**src/rtl/pipeline_stall_ctrl_pkg.sv**
```systemverilog
// Shared pipeline definitions: stage indices, controller state encoding and
// the priority helper that turns per-stage hold requests into a stall mask.
package pipeline_stall_ctrl_pkg;

  localparam int unsigned STAGE_IF    = 0;
  localparam int unsigned STAGE_ID    = 1;
  localparam int unsigned STAGE_EX    = 2;
  localparam int unsigned STAGE_MEM   = 3;
  localparam int unsigned STAGE_WB    = 4;
  localparam int unsigned STAGE_COUNT = 5;

  typedef enum logic [1:0] {
    RUN      = 2'd0,
    WAIT_BUS = 2'd1,
    FLUSH    = 2'd2
  } state_e;

  // Highest requesting stage k holds stages k..0; everything older keeps moving.
  function automatic logic [STAGE_COUNT-1:0] stall_mask(input logic [STAGE_COUNT-1:0] req);
    logic [STAGE_COUNT-1:0] mask;
    logic                   seen;
    mask = '0;
    seen = 1'b0;
    for (int i = int'(STAGE_COUNT) - 1; i >= 0; i--) begin
      seen    = seen | req[i];
      mask[i] = seen;
    end
    return mask;
  endfunction

endpackage

```
**src/rtl/pipeline_stall_ctrl_sat_counter.sv**
```systemverilog
// Saturating up-counter with enable and synchronous active-low reset.
module sat_counter #(
  parameter int unsigned WIDTH = 32
) (
  input  logic             clk,
  input  logic             rst,
  input  logic             i_en,
  output logic [WIDTH-1:0] o_count
);

  logic [WIDTH-1:0] r_count;

  always_ff @(posedge clk) begin
    if (!rst) begin
      r_count <= '0;
    end else if (i_en && (r_count != '1)) begin
      r_count <= r_count + WIDTH'(1);
    end
  end

  assign o_count = r_count;

endmodule

```
**src/rtl/pipeline_stall_ctrl.sv**
```systemverilog
// Central stall/flush controller for the IF/ID/EX/MEM/WB pipeline: builds the
// per-stage stall vector and sequences bus-safe one-cycle flushes.
module pipeline_stall_ctrl
  import pipeline_stall_ctrl_pkg::*;
#(
  parameter int unsigned ADDR_WIDTH = 32,
  parameter int unsigned CNT_WIDTH  = 32
) (
  input  logic                   clk,
  input  logic                   rst,
  input  logic                   stall_req_if,
  input  logic                   stall_req_id,
  input  logic                   stall_req_ex,
  input  logic                   stall_req_mem,
  input  logic                   flush_req,
  input  logic [ADDR_WIDTH-1:0]  flush_pc_in,
  input  logic                   mem_busy,
  output logic [STAGE_COUNT-1:0] stall,
  output logic                   flush,
  output logic [ADDR_WIDTH-1:0]  flush_pc,
  output logic [CNT_WIDTH-1:0]   stall_cycles
);

  state_e                 r_state;
  logic                   r_flush;
  logic [ADDR_WIDTH-1:0]  r_flush_pc;
  logic [ADDR_WIDTH-1:0]  r_pend_pc;
  logic [STAGE_COUNT-1:0] w_req;
  logic [STAGE_COUNT-1:0] w_stall;

  always_comb begin
    w_req            = '0;
    w_req[STAGE_IF]  = stall_req_if;
    w_req[STAGE_ID]  = stall_req_id;
    w_req[STAGE_EX]  = stall_req_ex;
    w_req[STAGE_MEM] = stall_req_mem;
    w_req[STAGE_WB]  = 1'b0;
  end

  // Freeze the whole pipe from flush acceptance until the flush cycle itself.
  always_comb begin
    w_stall = '0;
    if (rst) begin
      case (r_state)
        RUN:      w_stall = flush_req ? '1 : stall_mask(w_req);
        WAIT_BUS: w_stall = '1;
        FLUSH:    w_stall = '0;
        default:  w_stall = '0;
      endcase
    end
  end

  // Flush sequencer; the pending PC is captured only on acceptance in RUN.
  always_ff @(posedge clk) begin
    if (!rst) begin
      r_state    <= RUN;
      r_flush    <= 1'b0;
      r_flush_pc <= '0;
      r_pend_pc  <= '0;
    end else begin
      r_flush <= 1'b0;
      case (r_state)
        RUN: begin
          if (flush_req) begin
            r_pend_pc <= flush_pc_in;
            if (mem_busy) begin
              r_state <= WAIT_BUS;
            end else begin
              r_state    <= FLUSH;
              r_flush    <= 1'b1;
              r_flush_pc <= flush_pc_in;
            end
          end
        end
        WAIT_BUS: begin
          if (!mem_busy) begin
            r_state    <= FLUSH;
            r_flush    <= 1'b1;
            r_flush_pc <= r_pend_pc;
          end
        end
        FLUSH:   r_state <= RUN;
        default: r_state <= RUN;
      endcase
    end
  end

  sat_counter #(
    .WIDTH(CNT_WIDTH)
  ) u_stall_cnt (
    .clk    (clk),
    .rst    (rst),
    .i_en   (w_stall[STAGE_IF]),
    .o_count(stall_cycles)
  );

  assign stall    = w_stall;
  assign flush    = r_flush;
  assign flush_pc = r_flush_pc;

endmodule

```
**config.mk**
```make
export PLATFORM = sky130hd
export DESIGN_NAME = pipeline_stall_ctrl
export DESIGN_NICKNAME = d
export VERILOG_FILES = /design/src/rtl/pipeline_stall_ctrl_pkg.sv /design/src/rtl/pipeline_stall_ctrl_sat_counter.sv /design/src/rtl/pipeline_stall_ctrl.sv
export SDC_FILE = /design/constraint.sdc
export NUM_CORES = 1
export LEC_CHECK = 0
export ABC_AREA = 1
export BUFFER_PORTS_ARGS = -buffer_cell sky130_fd_sc_hd__buf_2
export CELL_PAD_IN_SITES_DETAIL_PLACEMENT = 0
export CELL_PAD_IN_SITES_GLOBAL_PLACEMENT = 1
export CORE_MARGIN = 8
export CORE_UTILIZATION = 33
export DETAILED_ROUTE_END_ITERATION = 8
export PLACE_DENSITY_LB_ADDON = 0.1
export SLEW_MARGIN = 20
export SYNTH_ARGS = -nofsm -noshare
export SYNTH_HDL_FRONTEND = slang
export SYNTH_HIERARCHICAL = 1
export SYNTH_SLANG_ARGS = --single-unit
```
**constraint.sdc**
```tcl
create_clock -name clk -period 1.7 [get_ports clk]
set_clock_uncertainty 0.15 [all_clocks]
set_input_delay 0.17 -clock clk [delete_from_list [all_inputs] [get_ports clk]]
set_output_delay 0.17 -clock clk [all_outputs]
set_load 0.02 [all_outputs]
```
# Word-level counts from Yosys, hierarchy flattened
# Cells that the tools add are included.
# W data, S select, Z words.
dict set report word_totals {
  reg_bits 99
  input_bits 40
  output_inout_bits 70
  word_cells 34
}
dict set report op_classes {
  add_sub_neg 1
  n_eq_ne 5
  n_mux 14
  n_bitwise 3
  n_reduce_logical 6
}
# cell count
set op_table {}
lappend op_table {{$mux W32} 3}
lappend op_table {{$pmux W32 S2} 1}
lappend op_table {{$add A32 B1 Y32 const B} 1}
lappend op_table {{$ne A32 B32 Y1 const B} 1}
lappend op_table {{$mux W5} 2}
lappend op_table {{$pmux W5 S2} 1}
lappend op_table {{$mux W2} 3}
lappend op_table {{$ne A2 B2 Y1 const B} 3}
lappend op_table {{$pmux W2 S2} 1}
lappend op_table {{$reduce_and A2 Y1} 2}
lappend op_table {{$reduce_and A4 Y1} 1}
lappend op_table {{$or A1 B1 Y1} 3}
lappend op_table {{$eq A2 B1 Y1 const B} 1}
lappend op_table {{$logic_not A2 Y1} 1}
lappend op_table {{$mux W1} 2}
lappend op_table {{$pmux W1 S2} 1}
lappend op_table {{$reduce_bool A2 Y1} 1}
lappend op_table {{$logic_and A1 B1 Y1} 1}

# Logic depth before layout (Yosys ltp)
# Gate-level depths: netlist of the first run.
dict set report logic_depth {
  ltp_word 7
  ltp_mapped 12
  ltp_nobuf 11
}

# Hierarchy
# Netlist of the first run, hierarchy kept.
# mod n_inst cells_each area_per_inst_um2 seq_area_each_um2
set modules_own_cells {}
lappend modules_own_cells {pipeline_stall_ctrl 1 476 3002.9 1341.3}
lappend modules_own_cells {sat_counter 1 324 1911.8 640.6}

# Worst setup path after synthesis of the first run
# OpenSTA, ideal clock, no wires.
dict set report synth_path {
  path_type {reg2reg}
  from {reg r_state[1]}
  to {reg u_stall_cnt.r_count[17] (netlist: u_stall_cnt/o_count[17])}
  setup_ns 0.115
  arrival_time_ns 1.776
  t_required_ns 1.435
  path_slack_ns -0.342
  stages_incl_launch_ff 11
  path_buffers 0
  synth_period_minus_slack_ns 2.042
  cell_sequence {dfxtp_1 > nor2_1 > nand2_1 > nand3_1 > inv_1 > nor2_1 > nand2_1 > nor2_1 > nand4_1 > nand2_1 > nor2_1}
}
dict set report synth_between {
  elab_chain_len 4
  word_cells_on_any_way 5
  cone_classes {eq/ne (1); mux (2); reduce/logical (2)}
}
# element line_no
set synth_rtl {}
lappend synth_rtl {{from (decl)} pipeline_stall_ctrl.sv:24} ;# state_e r_state;
lappend synth_rtl {{from (signal assigned)} pipeline_stall_ctrl.sv:56} ;# r_state <= RUN;
lappend synth_rtl {{from (signal assigned)} pipeline_stall_ctrl.sv:67} ;# r_state <= WAIT_BUS;
lappend synth_rtl {{from (signal assigned)} pipeline_stall_ctrl.sv:69} ;# r_state <= FLUSH;
lappend synth_rtl {{$eq A2 B1 Y1 / $logic_not A2 Y1 (equally long branches)} pipeline_stall_ctrl.sv:44} ;# case (r_state)
lappend synth_rtl {{$pmux W5 S2 *} pipeline_stall_ctrl.sv:44}
lappend synth_rtl {{$mux W5 *} pipeline_stall_ctrl.sv:43} ;# if (rst) begin
lappend synth_rtl {{net stall[0]} pipeline_stall_ctrl.sv:18} ;# output logic [STAGE_COUNT-1:0] stall,
lappend synth_rtl {{$logic_and A1 B1 Y1 *} pipeline_stall_ctrl_sat_counter.sv:16} ;# end else if (i_en && (r_count != '1)) begin
lappend synth_rtl {{to (signal assigned)} pipeline_stall_ctrl_sat_counter.sv:17} ;# r_count <= r_count + WIDTH'(1);
lappend synth_rtl {{to (decl)} pipeline_stall_ctrl_sat_counter.sv:11} ;# logic [WIDTH-1:0] r_count;
# Mark *: on every way through the listed nets, which the timed path passes. The rest lies on a longest branch.
# A chain may end at the register's enable or synchronous reset.

# Worst setup path in the final report of the first run
dict set report layout_path {
  from {reg u_stall_cnt.r_count[1] (netlist: u_stall_cnt/o_count[1])}
  to {reg u_stall_cnt.r_count[1] (netlist: u_stall_cnt/o_count[1])}
}
dict set report layout_between {
  elab_chain_len 2
  word_cells_on_any_way 3
  cone_classes {add/sub (1); eq/ne (1); reduce/logical (1)}
}
# element
set layout_rtl {}
lappend layout_rtl {{parallel branches: the longest is 2 deep, another holds $add A32 B1 Y32}}
# Parallel ways; which one is timed is not known.

==> results.sh, run 1 <==
export IMPL_drive_above_1_share_pct=27.5
export IMPL_synth_net_count=841
export IMPL_max_freq_mhz=584
export IMPL_grt_remaining_overflow=0
export IMPL_r2r_setup_slack_ns=-0.01
export IMPL_hold_path_depth=4
export IMPL_fin_hold_ws_ns=0.0833
export IMPL_vias=5388
export IMPL_gp_congestion=0.804
export IMPL_r2r_end="u_stall_cnt/o_count[1]"
export IMPL_track_usage_pct=15.6
export IMPL_std_cell_rows=44
export IMPL_cts_buffers=9
export IMPL_synth_cell_types=25
export IMPL_wirelength_um=15300
export IMPL_r2r_start="u_stall_cnt/o_count[1]"
export IMPL_synth_compound_area_share_pct=5.86
export IMPL_synth_edf_count=0
export IMPL_core_mm2=0.0145
export IMPL_area_growth_pct=42.8
export IMPL_num_io_pins=110
export IMPL_crit_type="reg -> reg"
export IMPL_p_per_area_mw_per_mm2=764
export IMPL_p_total_mw=5.36
export IMPL_grt_max_degree=94
export IMPL_timing_setup_tns_ns=-0.0225
export IMPL_netlist_area_mm2=0.00491
export IMPL_vias_per_cell=4.59
export IMPL_num_antenna_cells=0
export IMPL_required_ns=1.82
export IMPL_endpoint_kind="flip-flop"
export IMPL_synthTopCellsByArea="dfxtp_1 40%, nand2_1 17%, nor2_1 16%"
export IMPL_avgSynthCellArea_um2=6.14
export IMPL_violations="setup timing"
export IMPL_cts_sinks=99
export IMPL_instances_no_fill=1174
export IMPL_htree_levels=3
export IMPL_cts_root_buf="clkbuf_16"
export IMPL_finish_instance_area_mm2=0.00702
export IMPL_synth_cells=800
export IMPL_fin_nets=1026
export IMPL_async_reset_ff_share_pct=0
export IMPL_fin_crit_sh_pct=101
export IMPL_ys_seq_area_share_pct=40.3
export IMPL_start_kind="flip-flop"
export IMPL_synth_top_cell_area_share_pct=40.3
export IMPL_synthFlopType="dfxtp_1"
export IMPL_synth_xor_area_share_pct=0
export IMPL_cts_tree="built"
export IMPL_clk_latency_ns=0.35
export IMPL_hp_start="rst"
export IMPL_path_clk_slew_ns=0.07
export IMPL_ir_worst_vdd_mv=0.449
export IMPL_p_leak_nw=3.46
export IMPL_path_max_fanout=6
export IMPL_synth_most_common_cell="nand2_1"
export IMPL_drtAntennaViolNets=0
export IMPL_r2r_cells=10
export IMPL_synth_mux_area_share_pct=0
export IMPL_drtIter0Drc=248
export IMPL_ys_warnings_count=6
export IMPL_synthAdderAreaFrac_pct=0.255
export IMPL_slew_headroom_pct=36.2
export IMPL_die_area_mm2=0.0191
export IMPL_min_period_ns=1.71
export IMPL_grt_pass1_wl_um=24900
export IMPL_synthSimpleGateAreaFrac_pct=44.3
export IMPL_synth_common_cells="229 x nand2_1, 211 x nor2_1, 99 x dfxtp_1"
export IMPL_hold_viol_final=0
export IMPL_outcome="finished with violations"
export IMPL_grt_pass1_vias=5197
export IMPL_wl_per_cell_um=13.0
export IMPL_worst_slack_ns=-0.0133
export IMPL_synth_seq_cells=99
export IMPL_portBuffers=109
export IMPL_die_y_um=138
export IMPL_antenna_found_initial=0
export IMPL_rsz0062_at_grt="true"
export IMPL_post_dp_hpwl_um=10600
export IMPL_synth_top_family_by_area="simple AND/OR/NAND/NOR gates"
export IMPL_synth_area_leader_cell="dfxtp_1"
export IMPL_drv_cap=0
export IMPL_setup_violations=3
export IMPL_clock_tree_buffer_depth=2
export IMPL_dieWidth_um=138
export IMPL_placed_area_mm2=0.00606
export IMPL_firstDrtPassIters=4
export IMPL_start_util_pct=33.8
export IMPL_worst_slew_pin_slew_ns=0.957
export IMPL_finalMaxSlewViolations=0
export IMPL_placed_cells=1115
export IMPL_drc=0
export IMPL_hold_path_class="in -> reg"
export IMPL_holdPathEnd="r_state[1]"
export IMPL_crit_arrival_ns=1.83
sequential cells by signal (all words and copies together), names as in the netlist:
signal	cells
r_state	2
r_pend_pc	32
flush_pc	32
u_stall_cnt/o_count	32
flush	1
through the flow:
step / util, % / worst slack, ns
after floorplan: - / 0.00313
after global placement: 41.7 / -0.0869
after detailed placement: 41.7 / -0.0844
after CTS: 46.5 / -0.0304
after global routing: 48.3 / -0.0840
final: 48.3 / -0.0133
layout make-up:
type	instances	area, µm²
Fill cell	1519	7520
Multi-Input combinational cell	594	2750
Sequential cell	99	2010
Timing Repair Buffer	212	1500
Inverter	69	262
Clock buffer	12	246
Tap cell	184	230
Clock inverter	4	26.3
worst max-delay path: stages (launching register included):
cell,delay [ns]
dfxtp_4,0.36
ha_4,0.14
inv_2,0.04
nor2_4,0.12
nand2_4,0.08
nor2_4,0.17
nand2_4,0.13
buf_12,0.17
nand2_8,0.08
nand2_4,0.05
a21oi_2,0.13
what timing repair did:
item	4_1_cts	5_1_grt
hold buffers	33	0
gates cloned	1	1
setup buffers	4	4
endpoints found under the setup margin	28	82
resized for setup	11	59
pin swaps	3	24
endpoints found under the hold margin	57	0
report_power, final:
part	internal [mW]	switching (mW)	leakage [nW]
clock	1.03	0.909	0.133
sequential	2.45	0.0705	0.822
combinational	0.361	0.532	2.51
layout by cell type, fill, tap and decap left out, types with 3 or more instances in the layout:
| cell | Yosys | routed |
|---|---|---|
| nand2_1 | 229 | 218 |
| nor2_1 | 211 | 197 |
| buf_2 | 14 | 108 |
| dfxtp_1 | 99 | 82 |
| inv_1 | 67 | 64 |
| buf_4 | 1 | 58 |
| nand3_1 | 65 | 57 |
| dlygate4sd3_1 | 0 | 33 |
| o21ai_0 | 23 | 23 |
| dfxtp_2 | 0 | 14 |
| a21oi_1 | 19 | 13 |
| nand4_1 | 13 | 13 |
| nor2_2 | 4 | 11 |
| nand2_2 | 6 | 10 |
| o21ai_1 | 9 | 9 |
| clkbuf_16 | 0 | 9 |
| buf_6 | 4 | 9 |
| nor2_4 | 1 | 8 |
| nand3_2 | 1 | 8 |
| nand2_4 | 0 | 6 |
| a21oi_2 | 0 | 6 |
| inv_2 | 2 | 4 |
| buf_12 | 0 | 3 |
| nor3_2 | 0 | 3 |
| a31oi_1 | 4 | 3 |
| dfxtp_4 | 0 | 3 |
metal layers:
metal | share of wire, % | track usage (%) | vias up
met5 | 0 | 0 | -
met4 | 1.9 | 6.29 | 0
met3 | 3.6 | 2.98 | 16
met2 | 50 | 27.6 | 94
met1 | 45 | 18.0 | 2435
li1 | - | - | 2843
worst max path at each step:
| stage | start | end | cells after the start | slack (ns) |
|---|---|---|---|---|
| 2_1_floorplan | u_stall_cnt/o_count[12] | u_stall_cnt/o_count[2] | 9 | 0.003 |
| 3_3_place_gp | r_state[1] | u_stall_cnt/o_count[25] | 10 | -0.09 |
| 3_5_place_dp | r_state[1] | u_stall_cnt/o_count[25] | 10 | -0.08 |
| 4_1_cts | u_stall_cnt/o_count[0] | u_stall_cnt/o_count[31] | 11 | -0.03 |
| 5_1_grt | u_stall_cnt/o_count[1] | u_stall_cnt/o_count[20] | 11 | -0.08 |
| 6_report | u_stall_cnt/o_count[1] | u_stall_cnt/o_count[1] | 10 | -0.01 |
logic make-up (layout without fill, tap and decap cells):
logic type | Yosys count | after routing
buf+inv | 108 | 297
flops | 99 | 99
compound gates | 56 | 56
simple gates | 536 | 537
fa+ha+maj | 1 | 1
No activity file was read; power rests on OpenSTA's default activity.
==> run 2: changes to the inputs <==
--- a/config.mk
+++ b/config.mk
@@ -12,9 +12,12 @@
 export CORE_MARGIN = 8
 export CORE_UTILIZATION = 33
 export DETAILED_ROUTE_END_ITERATION = 8
+export HOLD_SLACK_MARGIN = 0.05
+export MAX_ROUTING_LAYER = met4
 export PLACE_DENSITY_LB_ADDON = 0.1
 export SLEW_MARGIN = 20
 export SYNTH_ARGS = -nofsm -noshare
 export SYNTH_HDL_FRONTEND = slang
 export SYNTH_HIERARCHICAL = 1
 export SYNTH_SLANG_ARGS = --single-unit
+export TNS_END_PERCENT = 10
==> results.sh, run 2 (synthesis gave the netlist of run 1 again) <==
export IMPL_num_antenna_cells=0
export IMPL_placed_cells=1115
export IMPL_grt_remaining_overflow=0
export IMPL_area_sequential_mm2=0.00201
export IMPL_fin_nets=1021
export IMPL_drv_cap=0
export IMPL_outcome="finished with violations"
export IMPL_post_dp_hpwl_um=10600
export IMPL_die_y_um=138
export IMPL_fillCellCount=1529
export IMPL_timing_setup_tns_ns=-0.0798
export IMPL_cts_buffers=9
export IMPL_start_kind="flip-flop"
export IMPL_p_per_area_mw_per_mm2=773
export IMPL_max_freq_mhz=579
export IMPL_drive_above_1_share_pct=26.1
export IMPL_multi_input_area_mm2=0.00268
export IMPL_crit_type="reg -> reg"
export IMPL_path_clk_slew_ns=0.06
export IMPL_endpoint_kind="flip-flop"
export IMPL_firstDrtPassIters=4
export IMPL_dpl_worst_slack_ns=-0.0844
export IMPL_worst_slew_pin_slew_ns=0.984
export IMPL_required_ns=1.79
export IMPL_clk_latency_ns=0.35
export IMPL_cts_root_buf="clkbuf_16"
export IMPL_met1_usage_pct=18.1
export IMPL_grt_pass1_vias=5158
export IMPL_grt_busiest_layer="met2"
export IMPL_vias=5356
export IMPL_wirelength_um=15100
export IMPL_p_total_mw=5.35
export IMPL_area_growth_pct=40.7
export IMPL_drtAntennaViolNets=0
export IMPL_min_period_ns=1.73
export IMPL_instances_no_fill=1169
export IMPL_p_leak_nw=3.42
export IMPL_vias_per_cell=4.58
export IMPL_hold_path_class="in -> reg"
export IMPL_final_util_pct=47.6
export IMPL_clock_tree_buffer_depth=2
export IMPL_path_max_fanout=8
export IMPL_gp_congestion=0.816
export IMPL_die_area_mm2=0.0191
export IMPL_num_io_pins=110
export IMPL_cts_tree="built"
export IMPL_crit_arrival_ns=1.82
export IMPL_drtIter0Drc=232
export IMPL_htree_levels=3
export IMPL_final_common_cell="nand2_1"
export IMPL_start_util_pct=33.8
export IMPL_fin_crit_sh_pct=102
export IMPL_met2_usage_pct=27.2
export IMPL_use_met3_pct=2.67
export IMPL_core_mm2=0.0145
export IMPL_grt_pass1_wl_um=24700
export IMPL_track_usage_pct=15.8
export IMPL_slew_headroom_pct=34.4
export IMPL_hold_viol_final=0
export IMPL_wl_per_cell_um=12.9
export IMPL_drc=0
export IMPL_antenna_found_initial=0
export IMPL_violations="setup timing"
export IMPL_setup_violations=9
export IMPL_cts_sinks=99
export IMPL_finalMaxSlewViolations=0
export IMPL_std_cell_rows=44
export IMPL_rsz0062_at_grt="true"
export IMPL_grt_max_degree=94
export IMPL_ir_worst_vdd_mv=0.452
export IMPL_dieWidth_um=138
export IMPL_worst_slack_ns=-0.0269
export IMPL_layout_common_cells="221 x nand2_1, 199 x nor2_1, 108 x buf_2"
export IMPL_portBuffers=109
[run 2: cell count changes in the layout (fill, tap and decap cells not counted), moves of 2 or more]
| cell | delta |
|---|---|
| a21oi_1 | +3 |
| a21oi_2 | -3 |
| buf_4 | -3 |
| nand2_1 | +3 |
| nand2_4 | -2 |
| nor2_1 | +2 |
[run 2: critical path: stages (launching register included)]
cell and delay, ns:
dfxtp_4 0.36, ha_4 0.14, inv_2 0.04, nor2_4 0.12, nand2_4 0.08, nor2_4 0.19
nand2_4 0.13, buf_6 0.16, nand2_1 0.07, nand2_1 0.06, nand2_1 0.05, nor2_1 0.05
[run 2: layout make-up]
type	instances	share of cell area (%)
clock inverters	4	0.380
repair buffers	208	21.1
well taps	184	3.33
clock buffers	12	3.57
inverters	69	3.78
flip-flops and latches	99	29.1
multi-input cells	593	38.8
[run 2: path summary, 6_finish.rpt]
| path | to | start | slack, ns | cells past startpoint |
|---|---|---|---|---|
| hold / removal | r_state[1] | rst | 0.08 | 4 |
| hold reg to reg | r_pend_pc[17] | r_pend_pc[17] | 0.34 | 2 |
| setup / recovery | u_stall_cnt/o_count[15] | u_stall_cnt/o_count[1] | -0.03 | 11 |
| setup reg to reg | u_stall_cnt/o_count[15] | u_stall_cnt/o_count[1] | -0.03 | 11 |
[run 2: timing repair]
item / CTS / global route
setup endpoints to repair: 28 / 80
cloned: 0 / 1
hold buffers: 33 / 0
gates resized for setup: 7 / 48
hold endpoints to repair: 65 / 0
buffers inserted: 0 / 4
pin swaps: 1 / 17
[run 2: power breakdown]
group          switching, mW  internal, mW  leakage [nW]
clock network          0.910          1.03         0.133
registers             0.0706          2.45         0.822
logic                  0.524         0.354          2.47
[run 2: through the flow]
step,cell area [µm²],hold WS [ns]
final,6910,0.0816
after global routing,6910,0.0866
after CTS,6690,0.0732
after detailed placement,6060,0.262
after global placement,6060,0.260
after floorplan,4990,0.132
[run 2: metal layers]
metal / vias up / part of all wire, %
li1: 2830 / -
met1: 2416 / 45
met2: 93 / 50
met3: 17 / 3.3
met4: 0 / 1.9
met5: - / 0
==> run 3: changes to the inputs <==
--- a/config.mk
+++ b/config.mk
@@ -7,14 +7,12 @@
 export LEC_CHECK = 0
 export ABC_AREA = 1
 export BUFFER_PORTS_ARGS = -buffer_cell sky130_fd_sc_hd__buf_2
-export CELL_PAD_IN_SITES_DETAIL_PLACEMENT = 0
-export CELL_PAD_IN_SITES_GLOBAL_PLACEMENT = 1
 export CORE_MARGIN = 8
-export CORE_UTILIZATION = 33
+export CORE_UTILIZATION = 49
 export DETAILED_ROUTE_END_ITERATION = 8
 export HOLD_SLACK_MARGIN = 0.05
 export MAX_ROUTING_LAYER = met4
-export PLACE_DENSITY_LB_ADDON = 0.1
+export PLACE_DENSITY = 0.76
 export SLEW_MARGIN = 20
 export SYNTH_ARGS = -nofsm -noshare
 export SYNTH_HDL_FRONTEND = slang
==> results.sh, run 3 (synthesis gave the netlist of run 1 again) <==
export IMPL_outcome="finished with violations"
export IMPL_violations="setup timing"
export IMPL_slew_headroom_pct=61.5
export IMPL_max_freq_mhz=572
export IMPL_post_dp_hpwl_um=9500
export IMPL_hold_viol_final=0
export IMPL_firstDrtPassIters=5
export IMPL_r2r_setup_slack_ns=-0.05
export IMPL_p_per_area_mw_per_mm2=715
export IMPL_pwr_share_comb_pct=18.2
export IMPL_fin_nets=1025
export IMPL_p_total_mw=4.90
export IMPL_clk_latency_ns=0.37
export IMPL_finish_instance_area_mm2=0.00685
export IMPL_cts_sinks=99
export IMPL_vias_per_cell=5.02
export IMPL_crit_arrival_ns=1.86
export IMPL_rsz0062_at_grt="true"
export IMPL_portBuffers=109
export IMPL_p_leak_nw=3.41
export IMPL_wirelength_um=14800
export IMPL_grt_pass1_vias=4902
export IMPL_multi_input_area_mm2=0.00272
export IMPL_final_common_cell="nand2_1"
export IMPL_required_ns=1.81
export IMPL_endpoint_kind="flip-flop"
export IMPL_track_usage_pct=21.5
export IMPL_gp_congestion=0.882
export IMPL_drv_cap=0
export IMPL_dieWidth_um=116
export IMPL_grt_max_degree=56
export IMPL_core_mm2=0.00977
export IMPL_std_cell_rows=36
export IMPL_drc=0
export IMPL_vias=5628
export IMPL_crit_type="reg -> reg"
export IMPL_worst_slew_pin_slew_ns=0.578
export IMPL_worst_slack_ns=-0.0488
export IMPL_p_seq_share_pct=51.7
export IMPL_num_io_pins=110
export IMPL_cts_root_buf="clkbuf_8"
export IMPL_grt_pass1_wl_um=22900
export IMPL_drtAntennaViolNets=0
export IMPL_htree_levels=3
export IMPL_fillCellCount=835
export IMPL_die_area_mm2=0.0135
export IMPL_drive_above_1_share_pct=26.7
export IMPL_wl_per_cell_um=13.2
export IMPL_clock_tree_buffer_depth=2
export IMPL_cts_buffers=9
export IMPL_switchingPower_mw=1.49
export IMPL_cts_tree="built"
export IMPL_hold_path_class="in -> reg"
export IMPL_placed_area_mm2=0.00595
export IMPL_finalMaxSlewViolations=0
export IMPL_grt_remaining_overflow=0
export IMPL_fin_crit_sh_pct=103
export IMPL_switching_share_pct=30.4
export IMPL_min_period_ns=1.75
export IMPL_path_clk_slew_ns=0.10
export IMPL_start_util_pct=50.3
export IMPL_path_max_fanout=7
export IMPL_start_kind="flip-flop"
export IMPL_area_sequential_mm2=0.00201
export IMPL_pwr_share_clk_pct=30.1
export IMPL_layout_common_cells="220 x nand2_1, 201 x nor2_1, 108 x buf_2"
export IMPL_drtIter0Drc=500
export IMPL_setup_violations=22
export IMPL_area_growth_pct=39.4
export IMPL_antenna_found_initial=0
export IMPL_die_y_um=116
export IMPL_ir_worst_vdd_mv=0.596
export IMPL_p_int_mw=3.41
==> run 3: power by group through the flow <==
stage	combinational [mW]	clock, mW	sequential (mW)
2_1_floorplan	0.444	0	2.66
3_3_place_gp	0.779	0	2.58
3_5_place_dp	0.782	0	2.58
4_1_cts	0.851	1.51	2.53
5_1_grt	1.00	1.59	2.54
6_report	0.893	1.47	2.53
==> run 3: area by class of cell <==
cell class | count | area share, %
Tap cell | 133 | 2.43
Inverter | 69 | 3.82
Timing Repair Buffer | 211 | 22.0
Multi-Input combinational cell | 594 | 39.7
Antenna cell | 1 | 0.0365
Sequential cell | 99 | 29.4
Clock buffer | 10 | 2.01
Clock inverter | 5 | 0.639
==> run 3: routing by layer <==
layer	up-vias	global-route usage [%]	part of all wire (%)
li1	2847	-	-
met1	2510	25.7	41
met2	243	35.6	49
met3	28	4.34	7.6
met4	0	6.48	1.5
met5	-	-	0
==> run 3: worst max-delay path: stages, from the launching register on <==
cell     delay, ns
dfxtp_2       0.37
nand2_1       0.12
nor2_4        0.18
nand2_4       0.08
nor2_4        0.18
nand2_4       0.16
buf_12        0.17
a31oi_1       0.15
nor2_1        0.08
==> run 3: path summary, 6_finish.rpt <==
check	from	cells after the start	to
worst max-delay path	u_stall_cnt/o_count[5]	8	u_stall_cnt/o_count[17]
worst min-delay path	flush_req	5	r_pend_pc[8]
worst max register to register	u_stall_cnt/o_count[5]	8	u_stall_cnt/o_count[17]
worst min register to register	r_pend_pc[27]	2	r_pend_pc[27]
==> run 3: per-stage QoR <==
stage / std cells / utilization (%) / hold slack [ns] / setup WS (ns) / TNS [ns]
after floorplan: 800 / - / 0.132 / 0.00313 / 0
after global placement: 1059 / 60.8 / 0.256 / -0.0149 / -0.0450
after detailed placement: 1059 / 60.8 / 0.263 / -0.0501 / -0.247
after CTS: 1108 / 66.4 / 0.0508 / -0.0441 / -0.320
after global routing: 1121 / 70.0 / 0.125 / -0.114 / -1.94
final: 1122 / 70.1 / 0.111 / -0.0488 / -0.454
==> run 3: timing repair <==
action                                  in CTS  in global routing
pin swaps                                    1                 30
resized for setup                            7                 56
endpoints found under the setup margin      25                 35
cloned                                       0                  3
setup buffers                                0                 11
hold buffers                                34                  0
hold endpoints to repair                    67                  0
